File: src/rtl/alu_issue_if.sv
// Handshake and payload bundle between the decode/issue stage and its neighbours.
// The slave modport is the issue stage; the master modport is the surrounding pipeline.
interface alu_issue_if;
  logic        i_valid;
  logic        o_in_ready;
  logic [31:0] i_inst;
  logic [31:0] i_pc;
  logic [31:0] i_rs1_data;
  logic [31:0] i_rs2_data;
  logic        i_flush;
  logic        o_valid;
  logic        i_out_ready;
  logic [2:0]  o_opsel;
  logic        o_sub;
  logic        o_unsigned;
  logic        o_arith;
  logic [31:0] o_op1;
  logic [31:0] o_op2;
  logic [31:0] o_rs2_data;
  logic        o_branch;
  logic [2:0]  o_br_funct3;
  logic        o_jump;
  logic        o_load;
  logic        o_store;
  logic [4:0]  o_rd;
  logic        o_rd_wen;
  logic        o_illegal;

  modport slave (
    input  i_valid, i_inst, i_pc, i_rs1_data, i_rs2_data, i_flush, i_out_ready,
    output o_in_ready, o_valid, o_opsel, o_sub, o_unsigned, o_arith, o_op1, o_op2,
           o_rs2_data, o_branch, o_br_funct3, o_jump, o_load, o_store, o_rd,
           o_rd_wen, o_illegal
  );

  modport master (
    output i_valid, i_inst, i_pc, i_rs1_data, i_rs2_data, i_flush, i_out_ready,
    input  o_in_ready, o_valid, o_opsel, o_sub, o_unsigned, o_arith, o_op1, o_op2,
           o_rs2_data, o_branch, o_br_funct3, o_jump, o_load, o_store, o_rd,
           o_rd_wen, o_illegal
  );
endinterface

File: src/rtl/alu_issue.sv
// RV32I decode/issue stage: decodes one instruction into ALU controls and operands
// and holds them in a single-entry valid/ready register slice.
module alu_issue #(
  parameter bit ZERO_RD_WEN = 1'b1
) (
  input  logic        i_clk,
  input  logic        i_rst,
  alu_issue_if.slave  bus
);

  localparam logic [6:0] OPC_OP     = 7'b0110011;
  localparam logic [6:0] OPC_OP_IMM = 7'b0010011;
  localparam logic [6:0] OPC_LUI    = 7'b0110111;
  localparam logic [6:0] OPC_AUIPC  = 7'b0010111;
  localparam logic [6:0] OPC_JAL    = 7'b1101111;
  localparam logic [6:0] OPC_JALR   = 7'b1100111;
  localparam logic [6:0] OPC_BRANCH = 7'b1100011;
  localparam logic [6:0] OPC_LOAD   = 7'b0000011;
  localparam logic [6:0] OPC_STORE  = 7'b0100011;

  localparam logic [6:0] F7_BASE = 7'b0000000;
  localparam logic [6:0] F7_ALT  = 7'b0100000;

  typedef struct packed {
    logic [2:0]  opsel;
    logic        sub;
    logic        uns;
    logic        arith;
    logic [31:0] op1;
    logic [31:0] op2;
    logic        branch;
    logic [2:0]  br_funct3;
    logic        jump;
    logic        load;
    logic        store;
    logic [4:0]  rd;
    logic        rd_wen;
    logic        illegal;
  } ctrl_t;

  typedef enum logic [0:0] {
    ST_EMPTY = 1'b0,
    ST_FULL  = 1'b1
  } state_t;

  state_t      state_q, state_d;
  ctrl_t       ctrl_q, ctrl_d;
  logic [31:0] rs2_q;

  logic [6:0]  opcode_s;
  logic [2:0]  funct3_s;
  logic [6:0]  funct7_s;
  logic [4:0]  rd_s;
  logic [31:0] imm_i_s;
  logic [31:0] imm_s_s;
  logic [31:0] imm_u_s;
  logic        legal_s;
  logic        writes_s;
  logic        in_ready_s;
  logic        accept_s;

  // Instruction field extraction and sign-extended immediates
  always_comb begin
    opcode_s = bus.i_inst[6:0];
    funct3_s = bus.i_inst[14:12];
    funct7_s = bus.i_inst[31:25];
    rd_s     = bus.i_inst[11:7];
    imm_i_s  = {{20{bus.i_inst[31]}}, bus.i_inst[31:20]};
    imm_s_s  = {{20{bus.i_inst[31]}}, bus.i_inst[31:25], bus.i_inst[11:7]};
    imm_u_s  = {bus.i_inst[31:12], 12'h000};
  end

  // Opcode decode; illegal encodings collapse to a zeroed operation with illegal set
  always_comb begin
    ctrl_d           = '0;
    ctrl_d.rd        = rd_s;
    ctrl_d.br_funct3 = funct3_s;
    legal_s          = 1'b1;
    writes_s         = 1'b0;

    case (opcode_s)
      OPC_OP: begin
        ctrl_d.opsel = funct3_s;
        ctrl_d.op1   = bus.i_rs1_data;
        ctrl_d.op2   = bus.i_rs2_data;
        ctrl_d.uns   = (funct3_s == 3'b011);
        writes_s     = 1'b1;
        if (funct7_s == F7_BASE) begin
          legal_s = 1'b1;
        end else if ((funct7_s == F7_ALT) && ((funct3_s == 3'b000) || (funct3_s == 3'b101))) begin
          ctrl_d.sub   = (funct3_s == 3'b000);
          ctrl_d.arith = (funct3_s == 3'b101);
        end else begin
          legal_s = 1'b0;
        end
      end
      OPC_OP_IMM: begin
        ctrl_d.opsel = funct3_s;
        ctrl_d.op1   = bus.i_rs1_data;
        ctrl_d.op2   = imm_i_s;
        ctrl_d.uns   = (funct3_s == 3'b011);
        writes_s     = 1'b1;
        if (funct3_s == 3'b001) begin
          legal_s = (funct7_s == F7_BASE);
        end else if (funct3_s == 3'b101) begin
          legal_s      = (funct7_s == F7_BASE) || (funct7_s == F7_ALT);
          ctrl_d.arith = bus.i_inst[30];
        end else begin
          legal_s = 1'b1;
        end
      end
      OPC_LUI: begin
        ctrl_d.op2 = imm_u_s;
        writes_s   = 1'b1;
      end
      OPC_AUIPC: begin
        ctrl_d.op1 = bus.i_pc;
        ctrl_d.op2 = imm_u_s;
        writes_s   = 1'b1;
      end
      OPC_JAL, OPC_JALR: begin
        // The ALU computes pc + 4, which is the link address written to rd.
        ctrl_d.op1  = bus.i_pc;
        ctrl_d.op2  = 32'd4;
        ctrl_d.jump = 1'b1;
        writes_s    = 1'b1;
        legal_s     = (opcode_s == OPC_JAL) || (funct3_s == 3'b000);
      end
      OPC_BRANCH: begin
        ctrl_d.opsel  = 3'b010;
        ctrl_d.op1    = bus.i_rs1_data;
        ctrl_d.op2    = bus.i_rs2_data;
        ctrl_d.uns    = funct3_s[1];
        ctrl_d.branch = 1'b1;
        legal_s       = (funct3_s != 3'b010) && (funct3_s != 3'b011);
      end
      OPC_LOAD: begin
        ctrl_d.op1  = bus.i_rs1_data;
        ctrl_d.op2  = imm_i_s;
        ctrl_d.load = 1'b1;
        writes_s    = 1'b1;
        case (funct3_s)
          3'b000, 3'b001, 3'b010, 3'b100, 3'b101: legal_s = 1'b1;
          default:                                legal_s = 1'b0;
        endcase
      end
      OPC_STORE: begin
        ctrl_d.op1   = bus.i_rs1_data;
        ctrl_d.op2   = imm_s_s;
        ctrl_d.store = 1'b1;
        legal_s      = (funct3_s == 3'b000) || (funct3_s == 3'b001) || (funct3_s == 3'b010);
      end
      default: begin
        legal_s = 1'b0;
      end
    endcase

    if (!legal_s) begin
      ctrl_d           = '0;
      ctrl_d.rd        = rd_s;
      ctrl_d.br_funct3 = funct3_s;
      ctrl_d.illegal   = 1'b1;
    end else begin
      ctrl_d.rd_wen = writes_s && (!ZERO_RD_WEN || (rd_s != 5'd0));
    end
  end

  assign in_ready_s = (state_q == ST_EMPTY) || bus.i_out_ready;
  assign accept_s   = bus.i_valid && in_ready_s && !bus.i_flush;

  // Slot occupancy: flush empties, accept fills, drain without accept empties
  always_comb begin
    state_d = state_q;
    if (bus.i_flush) begin
      state_d = ST_EMPTY;
    end else if (accept_s) begin
      state_d = ST_FULL;
    end else if (bus.i_out_ready) begin
      state_d = ST_EMPTY;
    end else begin
      state_d = state_q;
    end
  end

  // Occupancy state register
  always_ff @(posedge i_clk or posedge i_rst) begin
    if (i_rst) begin
      state_q <= ST_EMPTY;
    end else begin
      state_q <= state_d;
    end
  end

  // Payload registers load only on accept so a stalled operation stays bit-stable
  always_ff @(posedge i_clk or posedge i_rst) begin
    if (i_rst) begin
      ctrl_q <= '0;
      rs2_q  <= 32'h0000_0000;
    end else if (accept_s) begin
      ctrl_q <= ctrl_d;
      rs2_q  <= bus.i_rs2_data;
    end else begin
      ctrl_q <= ctrl_q;
      rs2_q  <= rs2_q;
    end
  end

  assign bus.o_in_ready  = in_ready_s;
  assign bus.o_valid     = (state_q == ST_FULL);
  assign bus.o_opsel     = ctrl_q.opsel;
  assign bus.o_sub       = ctrl_q.sub;
  assign bus.o_unsigned  = ctrl_q.uns;
  assign bus.o_arith     = ctrl_q.arith;
  assign bus.o_op1       = ctrl_q.op1;
  assign bus.o_op2       = ctrl_q.op2;
  assign bus.o_rs2_data  = rs2_q;
  assign bus.o_branch    = ctrl_q.branch;
  assign bus.o_br_funct3 = ctrl_q.br_funct3;
  assign bus.o_jump      = ctrl_q.jump;
  assign bus.o_load      = ctrl_q.load;
  assign bus.o_store     = ctrl_q.store;
  assign bus.o_rd        = ctrl_q.rd;
  assign bus.o_rd_wen    = ctrl_q.rd_wen;
  assign bus.o_illegal   = ctrl_q.illegal;

endmodule

File: src/flat_wrapper.sv
// flat-port wrapper written by rule: the top's interface ports become plain ports
module alu_issue_flat 
#(
  parameter bit ZERO_RD_WEN = 1'b1
)
  (i_clk, i_rst, bus_i_valid, bus_i_inst, bus_i_pc, bus_i_rs1_data, bus_i_rs2_data, bus_i_flush, bus_i_out_ready, bus_o_in_ready, bus_o_valid, bus_o_opsel, bus_o_sub, bus_o_unsigned, bus_o_arith, bus_o_op1, bus_o_op2, bus_o_rs2_data, bus_o_branch, bus_o_br_funct3, bus_o_jump, bus_o_load, bus_o_store, bus_o_rd, bus_o_rd_wen, bus_o_illegal);
  alu_issue_if bus_i ();
  input  logic i_clk;
  input  logic i_rst;
  input wire logic [$bits(bus_i.i_valid)-1:0] bus_i_valid;
  input wire logic [$bits(bus_i.i_inst)-1:0] bus_i_inst;
  input wire logic [$bits(bus_i.i_pc)-1:0] bus_i_pc;
  input wire logic [$bits(bus_i.i_rs1_data)-1:0] bus_i_rs1_data;
  input wire logic [$bits(bus_i.i_rs2_data)-1:0] bus_i_rs2_data;
  input wire logic [$bits(bus_i.i_flush)-1:0] bus_i_flush;
  input wire logic [$bits(bus_i.i_out_ready)-1:0] bus_i_out_ready;
  output wire logic [$bits(bus_i.o_in_ready)-1:0] bus_o_in_ready;
  output wire logic [$bits(bus_i.o_valid)-1:0] bus_o_valid;
  output wire logic [$bits(bus_i.o_opsel)-1:0] bus_o_opsel;
  output wire logic [$bits(bus_i.o_sub)-1:0] bus_o_sub;
  output wire logic [$bits(bus_i.o_unsigned)-1:0] bus_o_unsigned;
  output wire logic [$bits(bus_i.o_arith)-1:0] bus_o_arith;
  output wire logic [$bits(bus_i.o_op1)-1:0] bus_o_op1;
  output wire logic [$bits(bus_i.o_op2)-1:0] bus_o_op2;
  output wire logic [$bits(bus_i.o_rs2_data)-1:0] bus_o_rs2_data;
  output wire logic [$bits(bus_i.o_branch)-1:0] bus_o_branch;
  output wire logic [$bits(bus_i.o_br_funct3)-1:0] bus_o_br_funct3;
  output wire logic [$bits(bus_i.o_jump)-1:0] bus_o_jump;
  output wire logic [$bits(bus_i.o_load)-1:0] bus_o_load;
  output wire logic [$bits(bus_i.o_store)-1:0] bus_o_store;
  output wire logic [$bits(bus_i.o_rd)-1:0] bus_o_rd;
  output wire logic [$bits(bus_i.o_rd_wen)-1:0] bus_o_rd_wen;
  output wire logic [$bits(bus_i.o_illegal)-1:0] bus_o_illegal;
  assign bus_i.i_valid = bus_i_valid;
  assign bus_i.i_inst = bus_i_inst;
  assign bus_i.i_pc = bus_i_pc;
  assign bus_i.i_rs1_data = bus_i_rs1_data;
  assign bus_i.i_rs2_data = bus_i_rs2_data;
  assign bus_i.i_flush = bus_i_flush;
  assign bus_i.i_out_ready = bus_i_out_ready;
  assign bus_o_in_ready = bus_i.o_in_ready;
  assign bus_o_valid = bus_i.o_valid;
  assign bus_o_opsel = bus_i.o_opsel;
  assign bus_o_sub = bus_i.o_sub;
  assign bus_o_unsigned = bus_i.o_unsigned;
  assign bus_o_arith = bus_i.o_arith;
  assign bus_o_op1 = bus_i.o_op1;
  assign bus_o_op2 = bus_i.o_op2;
  assign bus_o_rs2_data = bus_i.o_rs2_data;
  assign bus_o_branch = bus_i.o_branch;
  assign bus_o_br_funct3 = bus_i.o_br_funct3;
  assign bus_o_jump = bus_i.o_jump;
  assign bus_o_load = bus_i.o_load;
  assign bus_o_store = bus_i.o_store;
  assign bus_o_rd = bus_i.o_rd;
  assign bus_o_rd_wen = bus_i.o_rd_wen;
  assign bus_o_illegal = bus_i.o_illegal;
  alu_issue #(.ZERO_RD_WEN(ZERO_RD_WEN)) u_core (.i_clk(i_clk), .i_rst(i_rst), .bus(bus_i));
endmodule
File: config.mk
export PLATFORM = sky130hd
export DESIGN_NAME = alu_issue_flat
export DESIGN_NICKNAME = d
export VERILOG_FILES = /design/src/rtl/alu_issue_if.sv /design/src/rtl/alu_issue.sv /design/src/flat_wrapper.sv
export SDC_FILE = /design/constraint.sdc
export NUM_CORES = 1
export LEC_CHECK = 0
export BUFFER_PORTS_ARGS = -buffer_cell sky130_fd_sc_hd__buf_2
export CAP_MARGIN = 20
export CORE_MARGIN = 4
export CORE_UTILIZATION = 31
export CTS_CLUSTER_DIAMETER = 200
export DETAILED_ROUTE_END_ITERATION = 8
export SKIP_LAST_GASP = 1
export SLEW_MARGIN = 25
export SYNTH_ARGS = -nofsm -noshare
export SYNTH_HDL_FRONTEND = slang
export SYNTH_SLANG_ARGS = --single-unit
File: constraint.sdc
create_clock -name i_clk -period 6.6 [get_ports i_clk]
set_input_delay 0 -clock i_clk [delete_from_list [all_inputs] [get_ports i_clk]]
set_output_delay 0 -clock i_clk [all_outputs]
set_load 0.05 [all_outputs]
==> flow_metrics.py <==
metrics = {
    "power_and_ir_drop": {
        "swShare_pct": 34.4,
        "combPwrFrac_pct": 27.6,
        "pwr-share-clk_pct": 39.0,
        "pwr-share-seq_pct": 33.3,
        "irDropWorstVdd_mv": 0.176,
        "p_switching_mw": 0.878,
        "p_leak_nw": 4.28,
        "intPower_mw": 1.67,
        "p_per_area_mw_per_mm2": 298,
        "total_power_mw": 2.55,
    },
    "critical_path": {
        "slowest_stage": "buf_4",
        "worstPathMaxFanout": 78,
        "critPathMaxStageDelay_ps": 660,
        "cp-end-kind": "register",
        "critPathBufInv": 2,
        "crit_chain": "nor2b_1 -> nor3b_2 -> buf_4 -> o31ai_1 -> nor4_4 -> buf_4 -> nor3_1",
        "path_class": "reg2reg",
        "cp-start-kind": "register",
        "arrival_ps": 2960,
        "cp_top_family": "buffers and inverters",
        "crit_top_cell": "buf_4",
        "r2r_slack_ps": 3900,
        "critical_path_required_ps": 6860,
    },
    "layout": {
        "drive_gt1_share_pct": 31.9,
        "area_delta_synth_final_pct": 62.4,
        "final_util_pct": 51.5,
        "fin_cells": 1163,
        "fin_nets": 1060,
    },
    "route": {
        "num_vias": 5808,
        "drc_errors": 0,
        "routed_wl_um": 20100,
        "drt_iter0_drc": 347,
        "routed_via_density": 4.99,
        "ant_nets": 0,
        "post_drt_wl_per_cell_um": 17.3,
        "drt_pass1_iterations": 5,
    },
    "synthesis": {
        "synth_mux_area_share_pct": 0,
        "synthAdderAreaFrac_pct": 0,
        "synth_top_area_share_pct": 55.5,
        "syn_nets": 709,
        "synth-warning-count": 0,
        "synth-edff-count": 0,
        "synth_cell_types": 37,
        "mappedNetlistArea_mm2": 0.00527,
        "synth_xor_area_share_pct": 0,
        "synth_compound_area_share_pct": 17.1,
        "synth-seq-cells": 117,
        "synth_top_family_by_area": "simple AND/OR/NAND/NOR gates",
        "yosysTopAreaCell": "dfrtp_1",
        "syn_area_per_cell_um2": 9.15,
        "synth_seq_area_share_pct": 55.5,
        "synth_most_common_cell": "nand2_1",
        "synthArstFlopShare_pct": 100,
        "synth_area_leaders": "dfrtp_1 56%, nand2_1 8.9%, a221oi_1 6.5%, nor2_1 5.9%, nor3_1 4.4%",
        "synthTopCellsByCount": "125 x nand2_1, 117 x dfrtp_1, 83 x nor2_1",
        "synth_flop_cell": "dfrtp_1",
        "synthCells": 576,
        "yosys.area_share.simple_pct": 23.5,
    },
    "cts": {
        "cts_buffers": 17,
        "postCtsHoldBufs": 118,
        "cts_resized": 0,
        "clkTransAtPathRegs_ps": 50,
        "cts-root-buf": "clkbuf_16",
        "cts_max_path_buffers": 2,
        "h-tree-depth": 4,
        "insertion_delay_ps": 410,
        "cts_tree": "yes",
        "cts_setup_buffers": 0,
        "cts.sinks": 117,
    },
    "floorplanning": {
        "fp-row-count": 47,
        "coreArea_mm2": 0.0166,
        "io_pins": 251,
        "initial_core_util_pct": 31.7,
        "dieArea_mm2": 0.0192,
        "die_h_um": 138,
        "die_x_um": 138,
    },
    "sta": {
        "setup_viol": 0,
        "fin_skew_ps": 6.47,
        "period_share_pct": 40.9,
        "fin_tns_setup_ps": 0,
        "final_hold_viol_count": 0,
        "slew_headroom_pct": 35.9,
        "worstMarginPinSlew_ps": 959,
        "fmaxAchievable_mhz": 371,
        "fin_crit_ps": 2700,
        "drv_slew": 0,
        "rsz0062_at_grt": "no",
    },
    "status": {
        "outcome": "finished, final reports clean",
    },
    "grt": {
        "grt.met3_usage_pct": 6.94,
        "grt_pass1_vias": 5864,
        "met2_usage_pct": 33.5,
        "grt.total_usage_pct": 20.6,
        "grt_pass1_wl_um": 32000,
        "busiest_layer": "met2",
        "antenna_found_initial": 3,
        "grt_overflow": 0,
        "grt_max_degree": 79,
        "grt_use_met1_pct": 25.8,
    },
    "place": {
        "dp.cells": 1010,
        "hpwl_um": 13200,
        "io_buffers": 250,
        "gp_congestion": 0.840,
    },
    "flow_run": {
        "max_cap_viol_count": 0,
    },
    "worst_hold_path": {
        "min_path_type": "in2reg",
    },
}
## worst min-delay path: cells and delay by family
| family | cells | cell delay [ps] |
|---|---|---|
| buffers and inverters | 1 | 140 |
| AO/OA/AOI/OAI | 1 | 100 |
| AND/OR/NAND/NOR | 1 | 120 |
## routing by layer
layer,part of all wire (%),vias to the layer above
li1,-,2742
met5,0.065,-
met3,9.0,28
met1,41,2770
met2,48,266
met4,1.8,2
## power groups by stage
stage                     logic (mW)  clock network [mW]  registers, mW
final                          0.705               0.996          0.850
after global routing           0.748                1.05          0.860
after CTS                      0.706                1.01          0.850
after detailed placement       0.652                   0          0.860
after global placement         0.649                   0          0.859
after floorplan                0.141                   0           1.17
## layout make-up
class,count,area (µm²)
multi-input cells,408,2180
repair buffers,379,2520
clock buffers,24,492
clock inverters,8,145
diodes,3,7.51
fillers,1509,8080
inverters,4,17.5
flip-flops and latches,117,2930
well taps,220,275
## layout by cell type, fill, tap and decap left out, drive strengths merged
cell / synthesis / routed
buf: 12 / 261
nand2: 125 / 125
dlygate4sd3: 0 / 118
dfrtp: 117 / 117
nor2: 83 / 83
nor3: 46 / 46
a221oi: 39 / 39
a211oi: 24 / 24
clkbuf: 35 / 24
a22oi: 20 / 20
a21oi: 19 / 19
nor2b: 8 / 8
nand3: 8 / 8
o21ai: 5 / 5
nand2b: 4 / 4
o211ai: 4 / 4
bufinv: 0 / 4
inv: 4 / 4
diode: 0 / 3
a22o: 3 / 3
nor4: 3 / 3
or3: 2 / 2
a311oi: 2 / 2
nand4: 2 / 2
clkinv: 0 / 2
clkinvlp: 0 / 2
nor3b: 1 / 1
nand3b: 1 / 1
and3: 1 / 1
nor4bb: 1 / 1
o2111ai: 1 / 1
and2: 1 / 1
and3b: 1 / 1
o31ai: 1 / 1
a2111oi: 1 / 1
or4: 1 / 1
a21o: 1 / 1
## cell families (layout without fill, tap and decap cells)
group / after synthesis / in the layout
compound gates: 120 / 120
buf+inv: 51 / 415
flops: 117 / 117
other cells: 0 / 3
simple gates: 288 / 288
## per-stage QoR
step	setup WS, ps	area (µm²)	hold slack [ps]
after floorplan	3500	5270	66.4
after global placement	3510	6720	196
after detailed placement	3770	6730	204
after CTS	3890	8550	0.502
after global routing	3720	8560	27.2
final	3900	8560	10.4
## final timing paths
check / start / end / cells past startpoint
max: u_core.bus.o_valid$_DFFE_PP0P_ / u_core.bus.o_op1[13]$_DFFE_PP0P_ / 7
min: bus_i_inst[31] / u_core.bus.o_op2[11]$_DFFE_PP0P_ / 3
max reg2reg: u_core.bus.o_valid$_DFFE_PP0P_ / u_core.bus.o_op1[13]$_DFFE_PP0P_ / 7
min reg2reg: u_core.bus.o_rs2_data[12]$_DFFE_PP0P_ / u_core.bus.o_rs2_data[12]$_DFFE_PP0P_ / 2
max in group asynchronous: i_rst / u_core.bus.o_rs2_data[8]$_DFFE_PP0P_ / 4
min in group asynchronous: i_rst / u_core.bus.o_op1[21]$_DFFE_PP0P_ / 3
## flip-flops by register name, summed over array words and instances, names as in the netlist
| register | count |
|---|---|
| u_core.bus.o_op1 | 32 |
| u_core.bus.o_op2 | 32 |
| u_core.bus.o_rs2_data | 32 |
| u_core.bus.o_rd | 5 |
| u_core.bus.o_br_funct3 | 3 |
| u_core.bus.o_opsel | 3 |
| u_core.bus.o_arith | 1 |
| u_core.bus.o_branch | 1 |
| u_core.bus.o_illegal | 1 |
| u_core.bus.o_jump | 1 |
| u_core.bus.o_load | 1 |
| u_core.bus.o_rd_wen | 1 |
| u_core.bus.o_store | 1 |
| u_core.bus.o_sub | 1 |
| u_core.bus.o_unsigned | 1 |
| u_core.bus.o_valid | 1 |
Note: power is estimated with default switching activity, not from simulation.
